`config.mk`:
```
export PLATFORM = sky130hd
export DESIGN_NAME = jtbubl_snd_mbox
export DESIGN_NICKNAME = d
export VERILOG_FILES = /design/src/rtl/jtbubl_snd_mbox.sv
export SDC_FILE = /design/constraint.sdc
export NUM_CORES = 1
export LEC_CHECK = 0
export CAP_MARGIN = 15
export CELL_PAD_IN_SITES_DETAIL_PLACEMENT = 0
export CELL_PAD_IN_SITES_GLOBAL_PLACEMENT = 1
export CORE_ASPECT_RATIO = 1.1
export CORE_UTILIZATION = 34
export DETAILED_ROUTE_END_ITERATION = 8
export PLACE_DENSITY = 0.91
export SLEW_MARGIN = 5
export SYNTH_ARGS = -nofsm -noshare
export SYNTH_HDL_FRONTEND = slang
export SYNTH_SLANG_ARGS = --single-unit
```
`constraint.sdc`:
```
create_clock -name clk -period 3.2 [get_ports clk]
set_clock_uncertainty 0.05 [all_clocks]
set_input_delay 0.32 -clock clk [delete_from_list [all_inputs] [get_ports clk]]
set_output_delay 0.32 -clock clk [all_outputs]
set_load 0.02 [all_outputs]
```
`src/rtl/jtbubl_snd_mbox.sv`:
```
//------------------------------------------------------------------------------
// jtbubl_snd_mbox : main<->sound CPU mailbox with command NMI and overrun count.
// Optional command FIFO enabled by defining JTBUBL_MBOX_FIFO_EN.
// Revision: 1.0 - initial release
//------------------------------------------------------------------------------
`default_nettype none

module jtbubl_snd_mbox #(
  parameter int NMI_LEN = 4,
  parameter int FIFO_AW = 2
)(
  input  logic       clk,
  input  logic       rst,
  input  logic       main_wr,
  input  logic       main_rd,
  input  logic [7:0] main_din,
  output logic [7:0] main_dout,
  output logic       main_flag,
  output logic       main_busy,
  input  logic       snd_wr,
  input  logic       snd_rd,
  input  logic [7:0] snd_din,
  output logic [7:0] snd_dout,
  output logic       snd_flag,
  input  logic       nmi_en,
  output logic       snd_nmi_n,
  output logic [7:0] ovf_cnt
);

  if (NMI_LEN < 1 || NMI_LEN > 15 || FIFO_AW < 1) begin : g_param_chk
    $error("jtbubl_snd_mbox: NMI_LEN must be 1..15 and FIFO_AW >= 1");
  end

  localparam logic [3:0] CNT_INIT = 4'(NMI_LEN - 1);

  typedef enum logic [1:0] {
    IDLE  = 2'd0,
    PULSE = 2'd1,
    WAIT  = 2'd2
  } state_t;

  state_t     state;
  logic [3:0] cnt;
  logic       pend;
  logic       fire;

  // Next-state view of the command path, shared by both build variants
  logic [7:0] cmd_dout_nxt;
  logic       cmd_flag_nxt;
  logic       busy_nxt;
  logic       ovf;

`ifdef JTBUBL_MBOX_FIFO_EN
  localparam int PW    = FIFO_AW + 1;
  localparam int DEPTH = 1 << FIFO_AW;

  logic [7:0]    mem [DEPTH];
  logic [PW-1:0] wptr, rptr, wptr_nxt, rptr_nxt;
  logic          empty, full, pop, push;

  always_comb begin
    empty    = (wptr == rptr);
    full     = (wptr[FIFO_AW] != rptr[FIFO_AW]) &&
               (wptr[FIFO_AW-1:0] == rptr[FIFO_AW-1:0]);
    pop      = snd_rd && !empty;
    push     = main_wr && (!full || pop);
    ovf      = main_wr && !push;
    rptr_nxt = rptr + PW'(pop);
    wptr_nxt = wptr + PW'(push);
    cmd_flag_nxt = (wptr_nxt != rptr_nxt);
    busy_nxt     = (wptr_nxt[FIFO_AW] != rptr_nxt[FIFO_AW]) &&
                   (wptr_nxt[FIFO_AW-1:0] == rptr_nxt[FIFO_AW-1:0]);
    // The new head may be the very byte being pushed this cycle
    if (!cmd_flag_nxt)
      cmd_dout_nxt = 8'h00;
    else if (push && (rptr_nxt == wptr))
      cmd_dout_nxt = main_din;
    else
      cmd_dout_nxt = mem[rptr_nxt[FIFO_AW-1:0]];
  end

  always_ff @(posedge clk) begin
    if (rst) begin
      wptr <= '0;
      rptr <= '0;
    end else begin
      wptr <= wptr_nxt;
      rptr <= rptr_nxt;
    end
  end

  always_ff @(posedge clk) begin
    if (push) mem[wptr[FIFO_AW-1:0]] <= main_din;
  end
`else
  always_comb begin
    ovf          = main_wr && snd_flag && !snd_rd;
    cmd_dout_nxt = main_wr ? main_din : snd_dout;
    cmd_flag_nxt = main_wr ? 1'b1 : (snd_rd ? 1'b0 : snd_flag);
    busy_nxt     = cmd_flag_nxt;
  end
`endif

  always_ff @(posedge clk) begin
    if (rst) begin
      snd_dout  <= 8'h00;
      snd_flag  <= 1'b0;
      main_busy <= 1'b0;
      ovf_cnt   <= 8'h00;
      main_dout <= 8'h00;
      main_flag <= 1'b0;
    end else begin
      snd_dout  <= cmd_dout_nxt;
      snd_flag  <= cmd_flag_nxt;
      main_busy <= busy_nxt;
      if (ovf && ovf_cnt != 8'hFF) ovf_cnt <= ovf_cnt + 8'd1;
      if (snd_wr) begin
        main_dout <= snd_din;
        main_flag <= 1'b1;
      end else if (main_rd) begin
        main_flag <= 1'b0;
      end
    end
  end

  assign fire = (state == IDLE) && pend && nmi_en;

  always_ff @(posedge clk) begin
    if (rst) begin
      state     <= IDLE;
      cnt       <= 4'd0;
      pend      <= 1'b0;
      snd_nmi_n <= 1'b1;
    end else begin
      // A write in the same cycle as the pulse launch re-arms pend
      if (main_wr)   pend <= 1'b1;
      else if (fire) pend <= 1'b0;
      case (state)
        IDLE: if (fire) begin
          state     <= PULSE;
          cnt       <= CNT_INIT;
          snd_nmi_n <= 1'b0;
        end
        PULSE: if (cnt == 4'd0) begin
          state     <= WAIT;
          snd_nmi_n <= 1'b1;
        end else begin
          cnt <= cnt - 4'd1;
        end
        WAIT: if (!snd_flag) state <= IDLE;
        default: begin
          state     <= IDLE;
          snd_nmi_n <= 1'b1;
        end
      endcase
    end
  end

endmodule

`default_nettype wire
```
# Word-level counts from Yosys, hierarchy flattened
# Cells that the tools add are included.
[word_totals]
register_bits = 34
inputBits = 23
[op_classes]
add_sub_neg = 2
eq_ne = 7
muxes = 15
bitwise = 1
reduce_logical = 15
[ops]
columns = ["op", "count"]
rows = [
  ["3-bit AND reduction", 3],
  ["8-bit by 1-bit adder with 8-bit output (second input constant)", 1],
  ["4-bit 2-to-1 mux", 2],
  ["2-bit inequality test (second input constant)", 4],
  ["8-bit inequality test (second input constant)", 1],
  ["4-bit case mux with 2 select lines", 1],
  ["2-bit nonzero test", 4],
  ["1-bit 2-to-1 mux", 7],
  ["2-bit 2-to-1 mux", 3],
  ["2-bit case mux with 3 select lines", 1],
  ["1-bit logical AND", 5],
  ["4-bit zero test", 1],
  ["4-bit by 1-bit subtractor with 4-bit output (second input constant)", 1],
  ["1-bit case mux with 3 select lines", 1],
  ["2-bit by 1-bit == test with 1-bit output (second input constant)", 1],
  ["2-bit == test (second input constant)", 1],
  ["2-bit zero test", 1],
  ["1-bit zero test", 1],
  ["1-bit inverter", 1],
]

# Depth between registers and ports, before layout
# Gate-level depths: netlist of run 1.
[depth]
ltp_word = 5
depth_mapped = 5

# Least setup slack after synthesis of run 1
# Ideal clock, no wire load.
[synth_path]
path_kind = "register -> register"
startpoint = "register ovf_cnt[0]"
endpoint = "register ovf_cnt[5]"
setup_time_ns = 0.071
t_arrival_ns = 1.392
required_ns = 3.079
setup_slack_ns = 1.687
path_stages_with_launch = 6
path_buffers = 0
period_less_slack_ns = 1.513
path_cell_list = "dfxtp_1 ha_1 nand3_1 o21bai_4 or4_1 a21oi_1"
[synth_via]
elab_chain_cells = 2
word_cells_on_any_way = 3
classes_between = "add/sub (1); eq/ne (1); reduce/logical (1)"
[synth_lines]
columns = ["element", "line_no", "source"]
rows = [
  ["start, declared", "27", "output logic [7:0] ovf_cnt"],
  ["start signal, assigned", "116", "if (ovf && ovf_cnt != 8'hFF) ovf_cnt <= ovf_cnt + 8'd1;"],
  ["parallel branches: the longest is 2 deep, another holds 8-bit by 1-bit adder with 8-bit output", "-", ""],
]
# Several ways; the timed one is not identified.
# A chain may end at the register's enable or synchronous reset.

# Worst setup path in the final report of run 1
[layout_path]
startpoint = "register ovf_cnt[2]"
endpoint = "output ovf_cnt[2]"
# No word-level cell between the ends.

==> results of run 1 <==
==> state kept, by name (all words and copies together), names as in the netlist <==
register / flops
main_dout: 8
ovf_cnt: 8
snd_dout: 8
cnt: 4
state: 2
main_flag: 1
pend: 1
snd_flag: 1
snd_nmi_n: 1
==> cell usage in the layout (no fill, tap or decap), types with 2 or more instances in the layout <==
cell type / instances
clkdlybuf4s50_1: 50
dfxtp_1: 34
nor2_1: 28
mux2i_1: 17
a21oi_1: 11
inv_1: 7
nor3_1: 7
clkbuf_8: 6
nand2_1: 4
a211oi_1: 3
and3_1: 2
xnor2_1: 2
xor2_1: 2
nand3_1: 2
o31ai_1: 2
or4_1: 2
ha_1: 2
buf_4: 2
==> area by class of cell <==
cell class                      instances  area (um2)
Clock buffer                            7       86.33
Clock inverter                          1       5.005
Fill cell                             403        1924
Inverter                                7       26.28
Multi-Input combinational cell         99       660.6
Sequential cell                        34       680.7
Tap cell                               52       65.06
Timing Repair Buffer                   52       515.5
==> cells by family (layout without fill, tap and decap cells) <==
family	Yosys count	count (layout)	share of synthesized area [%]
buf+inv	14	67	4.200
xor+xnor	4	4	2.503
fa+ha+maj	2	2	1.787
simple gates	55	55	20.64
mux	17	17	12.15
flops	34	34	48.61
compound gates	21	21	10.10
==> Yosys cell counts (all sizes together), types with 2 or more instances <==
library cell	n
nand3	3
ha	2
mux2i	17
nor2	28
nor3	8
clkbuf	4
nand2	4
and3	2
xor2	2
xnor2	2
a21oi	11
o31ai	2
buf	3
a211oi	3
dfxtp	34
or4	2
inv	7
==> stage by stage <==
stage	utilization, %	worst slack (ns)	hold slack [ns]	instance area [um2]	power, W
CTS	51.45	1.374	0.4281	2039	0.0009225
global placement	49.15	1.240	0.4130	1948	0.0005972
detailed placement	49.15	1.211	0.4121	1948	0.0005992
global route	51.45	1.333	0.4701	2039	0.0009569
floorplan	-	1.687	0.3989	1400	0.0005313
finish	51.45	1.376	0.4284	2039	0.0009100
==> routing by layer <==
layer | GRT usage [%] | vias to the layer above | routed length, um
met5 | 0 | - | 0
met4 | 8.333 | 0 | 67
met3 | 4.934 | 8 | 183
met2 | 24.01 | 29 | 1411
met1 | 16.17 | 547 | 1270
li1 | - | 615 | -
==> worst max-delay path by stage <==
stage,endpoint,from,slack [ns]
4_1_cts,ovf_cnt[2],ovf_cnt[2],1.37
3_3_place_gp,ovf_cnt[5],main_wr,1.24
6_report,ovf_cnt[2],ovf_cnt[2],1.38
3_5_place_dp,ovf_cnt[5],main_wr,1.21
5_1_grt,ovf_cnt[2],ovf_cnt[2],1.33
2_1_floorplan,ovf_cnt[5],ovf_cnt[0],1.69
==> power by group <==
group | internal [W] | leakage, nW | switching (W)
registers | 0.000443 | 0.279 | 0.0000127
logic | 0.0000734 | 0.486 | 0.0000592
clock network | 0.000173 | 0.0482 | 0.000148
total | 0.000690 | 0.813 | 0.000220
==> impl_metrics.yaml, run 1 <==
outcome:
  status: "completed"
route:
  avgViaCountPerCell: 4.758
  firstDrtPassIters: 4
  routed_wl_um: 2933
  wl_per_cell_um: 11.64
  drc: 0
  drtIter0Drc: 36
  drtAntennaViolNets: 0
  vias: 1199
clock_tree:
  numCtsBuffers: 5
  postCtsResizedCells: 0
  cts_buffer_depth: 2
  cts_setup_buffers: 0
  root_buffer: "clkbuf_8"
  cts-hold-fix-buffers: 0
  htree_num_levels: 2
  clk_latency_ns: 0.28
  numClockSinks: 34
  cts.clk_slew.worst_paths_ns: 0.07
  cts_tree: "built"
synth:
  synth_top_area_share_pct: 48.61
  postSynthAreaPerCell_um2: 9.524
  synthCells: 147
  synth.area.top_cells: "dfxtp_1 (49%), mux2i_1 (12%), nor2_1 (7.5%), a21oi_1 (3.9%), nor3_1 (2.5%)"
  syn-cell-area_um2: 1400
  synth_flop_cell: "dfxtp_1"
  synth_cell_types: 33
  synth_seq_area_share_pct: 48.61
  synth_edf_count: 0
  synth_seq_cells: 34
  async_flop_share_pct: 0
  synth_top_cell_by_area: "dfxtp_1"
  syn_nets: 172
  yosysWarnings: 0
critical_path:
  cp_top_family: "buffers and inverters"
  r2r_start: "ovf_cnt[0]"
  reg2reg_depth: 5
  cp_data_required_time_ns: 2.83
  regToRegSetupSlack_ns: 1.67
  critPathLaunchType: "flop"
  max_stage_delay_ns: 0.67
  worstSetupPathType: "flop to primary output"
  worstPathArrival_ns: 1.45
  cp_slowest_cell: "clkdlybuf4s50_1"
  cp-end-kind: "primary output"
  path_max_fanout: 8
  r2r_end: "ovf_cnt[5]"
  worst-path-buf-inv: 1
  cp.depth: 1
  worstPathCellList: "clkdlybuf4s50_1"
finish:
  area_delta_synth_final_pct: 45.67
  drive_gt1_share_pct: 6.500
  fin_nets: 224
  n_antenna_cell: 0
  final_cells: 252
sta:
  fin_crit_sh_pct: 57.01
  tns_ns: 0
  fmax_ghz: 0.5482
  rsz0062_at_grt: "no"
  slew_viol_final: 0
  setup_violations: 0
  period_needed_ns: 1.824
  hold_violations: 0
  tightest_slew_ns: 0.4953
  slew-limit-headroom_pct: 66.88
floorplanning:
  die_h_um: 69.30
  io-pin-count: 51
  die_area_um2: 4379
  core-area_um2: 3964
  initial_core_util_pct: 35.32
  rows: 24
  die_width_um: 63.19
global_routing:
  track_usage_pct: 14.55
  antenna_found_initial: 0
  grt-ovfl-total: 0
  grt_pass1_vias: 1154
  grt_max_degree: 35
  grt_pass1_wl_um: 4912
placed_design:
  dp_hpwl_um: 2112
  place_inst: 244
  gp_congestion: 0.7475
  io_buffer_count: 50
power:
  vdd_drop_max_uv: 271.7
  p_leak_nw: 0.8128
  power_density_nw_per_um2: 446.2
hold_path:
  min_to: "snd_nmi_n"
  min-delay-start: "snd_nmi_n"
  hp-class: "flop to flop"
  hold_depth: 2
run:
  cap_violations: 0
Note: power is estimated with default switching activity, not from simulation.
==> inputs of run 2 (changes only) <==
CORE_UTILIZATION = 29   (was 34)
PLACE_DENSITY = 0.84   (was 0.91)
clock period = 1.59 ns   (was 3.2 ns; I/O delays follow)
==> impl_metrics.yaml, run 2 (same netlist as run 1, synthesis figures left out) <==
outcome:
  status: "completed"
critical_path:
  cp_slowest_cell: "clkdlybuf4s50_1"
  cp-end-kind: "primary output"
  startpoint: "ovf_cnt[6]"
  worstPathArrival_ns: 1.33
  cp_data_required_time_ns: 1.38
  max_stage_delay_ns: 0.64
  path_max_fanout: 5
  critPathLaunchType: "flop"
  r2r_start: "ovf_cnt[1]"
  worst-path-buf-inv: 1
  cp_top_family: "buffers and inverters"
  worstPathCellList: "clkdlybuf4s50_1"
  worstSetupPathType: "flop to primary output"
sta:
  slew_viol_final: 0
  setup_violations: 0
  slew-limit-headroom_pct: 70.84
  rsz0062_at_grt: "no"
  fin_crit_sh_pct: 97.02
  layout_setup_ws_ns: 0.04745
  period_needed_ns: 1.543
  whs_ns: 0.4353
  hold_violations: 0
  tightest_slew_ns: 0.4374
  fmax_ghz: 0.6483
clock_tree:
  clk_latency_ns: 0.29
  root_buffer: "clkbuf_8"
  numCtsBuffers: 5
  cts_buffer_depth: 2
  numClockSinks: 34
  cts.clk_slew.worst_paths_ns: 0.07
  cts_setup_buffers: 0
  htree_num_levels: 2
  cts_tree: "built"
finish:
  fin_nets: 233
  final_cells: 265
  most-common-layout-cells: "clkdlybuf4s50_1 (42), dfxtp_1 (34), nor2_1 (28)"
  largest_registers: "main_dout (8), ovf_cnt (8), snd_dout (8)"
  final_common_cell: "clkdlybuf4s50_1"
  n_antenna_cell: 0
  drive_gt1_share_pct: 11.00
  seq_area_um2: 680.7
  fin_area_um2: 2120
  fill_cells: 471
  area_delta_synth_final_pct: 51.38
  multi_input_area_um2: 663.1
route:
  vias: 1242
  wl_per_cell_um: 11.65
  avgViaCountPerCell: 4.687
  routed_wl_um: 3088
  firstDrtPassIters: 4
  drtIter0Drc: 46
  drtAntennaViolNets: 0
  drc: 0
floorplanning:
  initial_core_util_pct: 30.10
  io-pin-count: 51
  die_area_um2: 5110
  die_h_um: 74.88
  rows: 26
  core-area_um2: 4652
  die_width_um: 68.25
placed_design:
  dp_hpwl_um: 2267
  placed_area_um2: 2021
  place_inst: 257
  gp_congestion: 0.8056
  io_buffer_count: 50
  post-place-ws_ns: -0.07207
power:
  power_density_nw_per_um2: 879.1
  vdd_drop_max_uv: 473.0
  p_leak_nw: 0.9422
global_routing:
  grt-ovfl-total: 0
  grt_pass1_vias: 1146
  grt_pass1_wl_um: 5188
  grt_max_degree: 20
  track_usage_pct: 13.81
  antenna_found_initial: 0
hold_path:
  hp-class: "primary input to flop"
  min-delay-start: "main_din[0]"
run:
  cap_violations: 0
-- run 2: area by class of cell --
class                           instances  share of cell area (%)
Timing Repair Buffer                   61                   27.75
Multi-Input combinational cell         99                   31.29
Clock buffer                            7                   4.073
Sequential cell                        34                   32.11
Tap cell                               56                   3.306
Clock inverter                          1                  0.2361
Inverter                                7                   1.240
-- run 2: final timing paths --
| kind | to | slack, ns | cells after the start |
|---|---|---|---|
| setup / recovery | ovf_cnt[6] | 0.05 | 1 |
| hold / removal | snd_dout[0] | 0.44 | 3 |
| setup reg to reg | ovf_cnt[1] | 0.13 | 6 |
| hold reg to reg | snd_nmi_n | 0.44 | 2 |
-- run 2: report_power, final --
| part | switching [W] | leakage [nW] | internal (W) |
|---|---|---|---|
| Sequential | 0.0000241 | 0.279 | 0.000891 |
| Combinational | 0.000123 | 0.615 | 0.000158 |
| Clock | 0.000318 | 0.0482 | 0.000349 |
-- run 2: timing repair --
| item | CTS | global route |
|---|---|---|
| hold buffers | 0 | 0 |
| pin swaps | 0 | 0 |
| setup endpoints to repair | 4 | 6 |
| gates resized for setup | 4 | 5 |
-- run 2: through the flow --
| step | power [W] | utilization (%) | TNS, ns |
|---|---|---|---|
| final | 0.001863 | 45.56 | 0 |
| after global routing | 0.001954 | 45.56 | 0 |
| after CTS | 0.001893 | 45.29 | 0 |
| after detailed placement | 0.001220 | 43.44 | -0.07207 |
| after global placement | 0.001218 | 43.44 | -0.03211 |
| after floorplan | 0.001069 | - | 0 |
-- run 2: per-layer routing --
| layer | share of wire, % | track usage, % |
|---|---|---|
| met4 | 2.3 | 6.250 |
| met5 | 0 | 0 |
| met2 | 44 | 20.48 |
| met3 | 8.4 | 6.818 |
| met1 | 45 | 16.65 |
==> inputs of run 3 (changes only) <==
CELL_PAD_IN_SITES_DETAIL_PLACEMENT = unset   (was 0)
CELL_PAD_IN_SITES_GLOBAL_PLACEMENT = unset   (was 1)
CORE_UTILIZATION = 39   (was 29)
PLACE_DENSITY = 0.83   (was 0.84)
==> impl_metrics.yaml, run 3 (same netlist as run 1, synthesis figures left out) <==
floorplanning:
  io-pin-count: 51
  die_width_um: 59.13
  die_area_um2: 3834
  core-area_um2: 3386
  rows: 22
  initial_core_util_pct: 41.35
  die_h_um: 64.84
clock_tree:
  numCtsBuffers: 5
  numClockSinks: 34
  cts_setup_buffers: 0
  cts_buffer_depth: 2
  clk_latency_ns: 0.34
  htree_num_levels: 2
  root_buffer: "clkbuf_4"
  cts.clk_slew.worst_paths_ns: 0.10
  cts_tree: "built"
finish:
  fill_cells: 310
  final_cells: 252
  fin_nets: 228
  fin_area_um2: 2048
  final_common_cell: "clkdlybuf4s50_1"
  most-common-layout-cells: "clkdlybuf4s50_1 (40), dfxtp_1 (34), nor2_1 (28)"
  drive_gt1_share_pct: 7.843
  multi_input_area_um2: 660.6
  seq_area_um2: 680.7
  final_core_util_pct: 60.50
  area_delta_synth_final_pct: 46.29
  n_antenna_cell: 0
  largest_registers: "main_dout (8), ovf_cnt (8), snd_dout (8)"
critical_path:
  worstSetupPathType: "flop to primary output"
  cp_top_family: "buffers and inverters"
  startpoint: "snd_dout[2]"
  crit_end: "snd_dout[2]"
  regToRegSetupSlack_ns: 0.13
  reg2reg_depth: 5
  max_stage_delay_ns: 0.61
  worstPathArrival_ns: 1.29
  worstPathCellList: "clkdlybuf4s50_1"
  cp_slowest_cell: "clkdlybuf4s50_1"
  path_max_fanout: 2
  r2r_end: "ovf_cnt[3]"
  cp.depth: 1
  r2r_start: "ovf_cnt[1]"
  cp-end-kind: "primary output"
  critPathLaunchType: "flop"
  worst-path-buf-inv: 1
  cp_data_required_time_ns: 1.38
hold_path:
  hold_depth: 3
  hp-class: "primary input to flop"
global_routing:
  grt_pass1_wl_um: 4988
  track_usage_pct: 17.18
  grt-ovfl-total: 0
  grt_max_degree: 35
  grt_pass1_vias: 1158
  antenna_found_initial: 0
route:
  firstDrtPassIters: 4
  avgViaCountPerCell: 4.802
  drc: 0
  vias: 1210
  drtIter0Drc: 21
  routed_wl_um: 2857
  wl_per_cell_um: 11.34
  drtAntennaViolNets: 0
sta:
  tightest_slew_ns: 0.2922
  slew_viol_final: 0
  setup_violations: 0
  layout_setup_ws_ns: 0.09082
  fin_crit_sh_pct: 94.29
  hold_violations: 0
  rsz0062_at_grt: "no"
  period_needed_ns: 1.499
  slew-limit-headroom_pct: 80.40
  fmax_ghz: 0.6670
outcome:
  status: "completed"
power:
  power_density_nw_per_um2: 880.7
  vdd_drop_max_uv: 572.5
  p_leak_nw: 0.8727
  finalPower_w: 0.001804
placed_design:
  place_inst: 244
  placed_area_um2: 1986
  io_buffer_count: 50
  post-place-ws_ns: -0.09573
  dp_hpwl_um: 2058
  gp_congestion: 0.8636
run:
  cap_violations: 0
[run 3: worst min path at each step]
stage | endpoint | from
6_report | main_dout[1] | snd_din[1]
5_1_grt | main_dout[0] | snd_din[0]
4_1_cts | main_dout[7] | snd_din[7]
3_5_place_dp | snd_nmi_n | snd_nmi_n
3_3_place_gp | snd_nmi_n | snd_nmi_n
2_1_floorplan | main_dout[0] | snd_din[0]
[run 3: worst reg2reg max path: stages, from the launching register on]
cell and delay [ns]:
dfxtp_1 0.36, ha_1 0.23, nand3_1 0.16, nor2_1 0.07
or4_1 0.40, a21oi_1 0.14
[run 3: layout make-up]
type	count	area share (%)
multi-input cells	99	32.25
repair buffers	56	26.63
inverters	7	1.283
well taps	48	2.932
clock inverters	1	1.466
flip-flops and latches	34	33.23
clock buffers	7	2.199
[run 3: power by group]
| part | switching [W] | total, W | internal [W] |
|---|---|---|---|
| sequential | 0.0000240 | 0.000915 | 0.000891 |
| combinational | 0.000123 | 0.000275 | 0.000152 |
| clock | 0.000281 | 0.000614 | 0.000334 |
[run 3: routing by layer]
layer	wire length, um	track usage (%)	up-vias	share of wire [%]
met2	1298	26.85	35	45
met1	1322	20.96	551	46
met3	196	5.190	5	6.9
met4	40	8.929	0	1.4
li1	-	-	619	-
met5	0	0	-	0
[run 3: repair_timing]
action / 4_1_cts / 5_1_grt
hold buffers: 0 / 0
resized for setup: 10 / 0
setup endpoints to repair: 10 / 0
[run 3: through the flow]
stage	hold WS [ns]	setup TNS [ns]
floorplan	0.2562	0
global placement	0.4100	-0.1721
detailed placement	0.4170	-0.2402
CTS	0.3692	0
global route	0.3797	0
finish	0.3797	0
